===== src/rtl/trackball_quad_gen.sv =====
// Trackball emulation: accumulates mouse deltas and joystick directions per axis and
// drains them as two-axis Gray-coded quadrature phases, at most one edge per step tick.
module trackball_quad_gen #(
  parameter int STEP_DIV = 1600,
  parameter int ACC_W    = 10
) (
  input  logic       clk,
  input  logic       reset_n,
  input  logic       delta_stb,
  input  logic [8:0] dx,
  input  logic [8:0] dy,
  input  logic       joy_l,
  input  logic       joy_r,
  input  logic       joy_u,
  input  logic       joy_d,
  input  logic       inv_x,
  input  logic       inv_y,
  output logic       quad_xa,
  output logic       quad_xb,
  output logic       quad_ya,
  output logic       quad_yb,
  output logic [7:0] pos_x,
  output logic [7:0] pos_y,
  output logic       busy
);

  localparam int DIV_W = (STEP_DIV > 2) ? $clog2(STEP_DIV) : 1;
  // Wide enough for acc +/- a full 9-bit delta (including +256) plus one drain step.
  localparam int SUM_W = ((ACC_W > 10) ? ACC_W : 10) + 2;
  localparam logic signed [SUM_W-1:0] ACC_MAX = SUM_W'(2 ** (ACC_W - 1) - 1);

  function automatic logic [1:0] quad_of(input logic [1:0] p);
    case (p)
      2'd0:    quad_of = 2'b00;
      2'd1:    quad_of = 2'b10;
      2'd2:    quad_of = 2'b11;
      default: quad_of = 2'b01;
    endcase
  endfunction

  logic [DIV_W-1:0] div_reg;
  logic             tick;
  logic             busy_reg;
  logic [1:0]       nz_next;

  assign tick = (div_reg == DIV_W'(STEP_DIV - 1));

  always_ff @(posedge clk or negedge reset_n) begin
    if (!reset_n) begin
      div_reg  <= '0;
      busy_reg <= 1'b0;
    end else begin
      div_reg  <= tick ? '0 : div_reg + DIV_W'(1);
      busy_reg <= |nz_next;
    end
  end

  for (genvar gi = 0; gi < 2; gi++) begin : axis
    logic [8:0]              d_in;
    logic                    inv, jp, jm;
    logic signed [ACC_W-1:0] acc_reg, acc_next;
    logic signed [SUM_W-1:0] delta_ext, delta_term, drain, sum;
    logic                    acc_pos, acc_neg, step_up, step_dn;
    logic [1:0]              phase_reg, phase_next, quad_reg;
    logic [7:0]              pos_reg, pos_next;

    assign d_in = (gi == 0) ? dx : dy;
    assign inv  = (gi == 0) ? inv_x : inv_y;
    assign jp   = (gi == 0) ? joy_r : joy_d;
    assign jm   = (gi == 0) ? joy_l : joy_u;

    always_comb begin
      delta_ext  = SUM_W'($signed(d_in));
      delta_term = '0;
      if (delta_stb) delta_term = inv ? -delta_ext : delta_ext;
      acc_pos = ~acc_reg[ACC_W-1] & (|acc_reg);
      acc_neg = acc_reg[ACC_W-1];

      // Pending count has priority; the joystick only steps an idle axis.
      step_up = 1'b0;
      step_dn = 1'b0;
      if (tick) begin
        if (acc_pos) step_up = 1'b1;
        else if (acc_neg) step_dn = 1'b1;
        else if (jp & ~jm) begin
          step_up = ~inv;
          step_dn = inv;
        end else if (jm & ~jp) begin
          step_up = inv;
          step_dn = ~inv;
        end
      end

      drain = '0;
      if (tick & acc_pos) drain = SUM_W'(1);
      else if (tick & acc_neg) drain = {SUM_W{1'b1}};
      sum = SUM_W'(acc_reg) + delta_term - drain;

      if (sum > ACC_MAX) acc_next = ACC_W'(ACC_MAX);
      else if (sum < -ACC_MAX) acc_next = ACC_W'(-ACC_MAX);
      else acc_next = ACC_W'(sum);

      phase_next = phase_reg;
      pos_next   = pos_reg;
      if (step_up) begin
        phase_next = phase_reg + 2'd1;
        pos_next   = pos_reg + 8'd1;
      end else if (step_dn) begin
        phase_next = phase_reg - 2'd1;
        pos_next   = pos_reg - 8'd1;
      end
    end

    assign nz_next[gi] = |acc_next;

    always_ff @(posedge clk or negedge reset_n) begin
      if (!reset_n) begin
        acc_reg   <= '0;
        phase_reg <= 2'd0;
        quad_reg  <= 2'b00;
        pos_reg   <= 8'd0;
      end else begin
        acc_reg   <= acc_next;
        phase_reg <= phase_next;
        quad_reg  <= quad_of(phase_next);
        pos_reg   <= pos_next;
      end
    end
  end

  assign quad_xa = axis[0].quad_reg[1];
  assign quad_xb = axis[0].quad_reg[0];
  assign quad_ya = axis[1].quad_reg[1];
  assign quad_yb = axis[1].quad_reg[0];
  assign pos_x   = axis[0].pos_reg;
  assign pos_y   = axis[1].pos_reg;
  assign busy    = busy_reg;

endmodule


===== config.mk =====
export PLATFORM = sky130hd
export DESIGN_NAME = trackball_quad_gen
export DESIGN_NICKNAME = d
export VERILOG_FILES = /design/src/rtl/trackball_quad_gen.sv
export SDC_FILE = /design/constraint.sdc
export NUM_CORES = 1
export LEC_CHECK = 0
export BUFFER_PORTS_ARGS = -buffer_cell sky130_fd_sc_hd__buf_2
export CAP_MARGIN = 30
export CELL_PAD_IN_SITES_DETAIL_PLACEMENT = 1
export CELL_PAD_IN_SITES_GLOBAL_PLACEMENT = 1
export CORE_MARGIN = 5
export CORE_UTILIZATION = 38
export CTS_CLUSTER_SIZE = 24
export DETAILED_ROUTE_END_ITERATION = 8
export PLACE_DENSITY_LB_ADDON = 0.1
export SYNTH_ARGS = -nofsm -noshare
export SYNTH_HDL_FRONTEND = slang
export SYNTH_SLANG_ARGS = --single-unit

===== constraint.sdc =====
create_clock -name clk -period 10.12 [get_ports clk]
set_input_delay 0.506 -clock clk [delete_from_list [all_inputs] [get_ports clk]]
set_output_delay 0.506 -clock clk [all_outputs]
set_load 0.05 [all_outputs]

==> flow_summary.json <==
{
  "outcome": "finished clean",
  "cts_tree": "done",
  "hp-class": "input port to async pin",
  "clkTransAtPathRegs_ns": 0.07,
  "ys_ff_latch": 56,
  "timing.fmax_ghz": 0.190,
  "worst_hold_slack_ns": 0.351,
  "grt_overflow": 0,
  "clock_sinks": 56,
  "fill_cells": 1653,
  "synth_edf_count": 0,
  "leakage_nw": 2.76,
  "htree_levels": 2,
  "yosys_warnings": 0,
  "synth-async-reset-ratio": 1.00,
  "timing.slew.headroom": 0.417,
  "netlist-cell-type-count": 71,
  "setup_viol": 0,
  "areaGrowthSynthToFinish_pct": 11.4,
  "root_buffer": "clkbuf_16",
  "yosysSeqAreaShare": 0.267,
  "r2r_slack_ns": 4.85,
  "synthCells": 598,
  "detail-route-antenna-nets": 0,
  "io_pins": 48,
  "drt_iter0_drc": 144,
  "dp.final_hpwl_um": 11300,
  "largest_reg_flops": 20,
  "placementRows": 43,
  "port_buffers": 47,
  "via_count": 4339,
  "dr.pass1.iters": 4,
  "crit-reg2reg-launch": "div_reg[0]",
  "diodes": 0,
  "vias_per_cell": 5.27,
  "die_y_um": 128,
  "netlist_area_sq_um": 5250,
  "post_cts_buffers": 0,
  "regArea_sq_um": 1400,
  "critPathKind": "flop to flop",
  "cap_violations": 0,
  "syn_area_per_cell_sq_um": 8.78,
  "slew_viol_final": 0,
  "fin_tns_setup_ns": 0,
  "worst_slew_pin_slew_ns": 0.868,
  "hold_viol": 0,
  "grt_pass1_vias": 4690,
  "cts_buffers": 5,
  "clk_path_buf_depth": 2,
  "grt_first_pass_wirelength_um": 23500,
  "cp_max_fo": 12,
  "die_w_um": 128,
  "cp-start-kind": "flop",
  "crit_arrival_ns": 5.45,
  "remaining_drc_errors": 0,
  "wirelength_um": 13700,
  "r2r-end": "axis[1].acc_reg[0]",
  "grt_usage": 0.176,
  "multi_input_area_sq_um": 3530,
  "power_mw": 2.02,
  "powerDensity_nw_per_um2": 345,
  "initial_core_util": 0.383,
  "cts_hold_buffers": 0,
  "finalCritPeriodShare": 0.521,
  "fin_crit_ns": 5.27,
  "core_area_sq_um": 13700,
  "cp.required_ns": 10.30,
  "wl_per_cell_um": 16.6,
  "gp_congestion": 0.832,
  "antenna_found_initial": 0,
  "reg2reg_depth": 15,
  "final_nets": 737,
  "grt_max_degree": 57,
  "critPathCaptureType": "flop",
  "rsz0062_at_grt": "no",
  "clk_latency_ns": 0.30,
  "layout-drive-gt1-share": 0.137,
  "ir_worst_vdd_mv": 0.222,
  "finClkSkew_ns": 0.00562,
  "cts_resized": 0,
  "die-area_sq_um": 16300,
  "syn_nets": 692,
  "synth_top_flop_cell": "dfrtp_1"
}
## synth_stat cells (6+ instances only)
| cell type | count | area (sq um) |
|---|---|---|
| nor3_1 | 10 | 50.1 |
| nand3_1 | 10 | 50.1 |
| nor2_1 | 40 | 150 |
| xnor2_1 | 35 | 307 |
| nand2_1 | 52 | 195 |
| xor2_1 | 23 | 201 |
| o22ai_1 | 6 | 37.5 |
| mux2i_1 | 6 | 60.1 |
| dfrtp_1 | 56 | 1400 |
| fa_1 | 20 | 400 |
| a21o_1 | 16 | 120 |
| nand2b_1 | 7 | 43.8 |
| ha_1 | 47 | 588 |
| nor2b_1 | 10 | 62.6 |
| clkbuf_1 | 10 | 37.5 |
| mux2_2 | 6 | 67.6 |
| o21ai_0 | 31 | 155 |
| nand4_1 | 7 | 43.8 |
| or2_2 | 6 | 37.5 |
| o21ai_1 | 13 | 65.1 |
| inv_1 | 70 | 263 |
| a21oi_1 | 30 | 150 |
## worst max-delay path by stage
stage / cells after the start / to / slack (ns) / from
6_report: 15 / axis[1].acc_reg[0] / 4.85 / div_reg[0]
5_1_grt: 15 / axis[1].acc_reg[0] / 4.39 / div_reg[0]
4_1_cts: 15 / axis[1].acc_reg[0] / 4.71 / div_reg[0]
3_5_place_dp: 15 / axis[1].acc_reg[0] / 4.77 / div_reg[0]
3_3_place_gp: 15 / axis[1].acc_reg[0] / 4.96 / div_reg[0]
2_1_floorplan: 16 / axis[1].acc_reg[0] / 5.83 / div_reg[0]
## cells in the final DEF, fill, tap and decap left out, types with 13 or more instances in the layout
cell type   n
inv_1      70
o21ai_1    13
fa_1       20
dfrtp_1    56
a21oi_1    30
xor2_1     23
buf_2      47
nor2_1     40
ha_1       47
nand2_1    52
xnor2_1    35
o21ai_0    31
a21o_1     16
## stage by stage
step	instance area [sq um]	cells	setup WS (ns)	util
detailed placement	5680	816	4.77	0.414
floorplan	5250	598	5.83	-
CTS	5850	824	4.71	0.426
finish	5850	824	4.85	0.426
global route	5850	824	4.39	0.426
global placement	5680	816	4.96	0.414
## layout make-up
type,count,area share
clock buffer,5,0.0214
clock inverter,3,0.00727
inverter,71,0.0456
multi-input combinational,459,0.604
sequential,56,0.240
tap,180,0.0385
timing repair buffer,50,0.0441
## critical path: stages, from the launching register on
cell      delay, ns
dfrtp_1        0.40
ha_1           0.25
nand3_4        0.15
nor4_2         0.80
nand2_1        0.22
inv_1          0.38
fa_1           0.49
inv_1          0.07
ha_1           0.29
a211o_1        0.34
a31oi_2        0.26
a211oi_1       0.12
o211ai_1       0.64
nor2b_1        0.35
nand2b_1       0.10
o32a_1         0.29
## report_power, final
| part | leakage (nW) | total (mW) | internal, mW | switching, mW |
|---|---|---|---|---|
| logic | 1.98 | 1.51 | 0.563 | 0.947 |
| clock network | 0.0798 | 0.201 | 0.117 | 0.0842 |
| registers | 0.696 | 0.310 | 0.282 | 0.0272 |
## cell families after synthesis
group | share of synthesized area
mux | 0.0243
xor+xnor | 0.0998
buf+inv | 0.0610
compound gates | 0.189
simple gates | 0.171
fa+ha+maj | 0.188
flops | 0.267
## layer usage
metal,part of all wire,global-route usage,up-vias
met5,0,0,-
met3,0.021,0.0184,15
met4,0.016,0.0387,0
li1,-,-,2146
met1,0.48,0.234,2127
met2,0.48,0.310,51
Note: power is estimated with default switching activity, not from simulation.
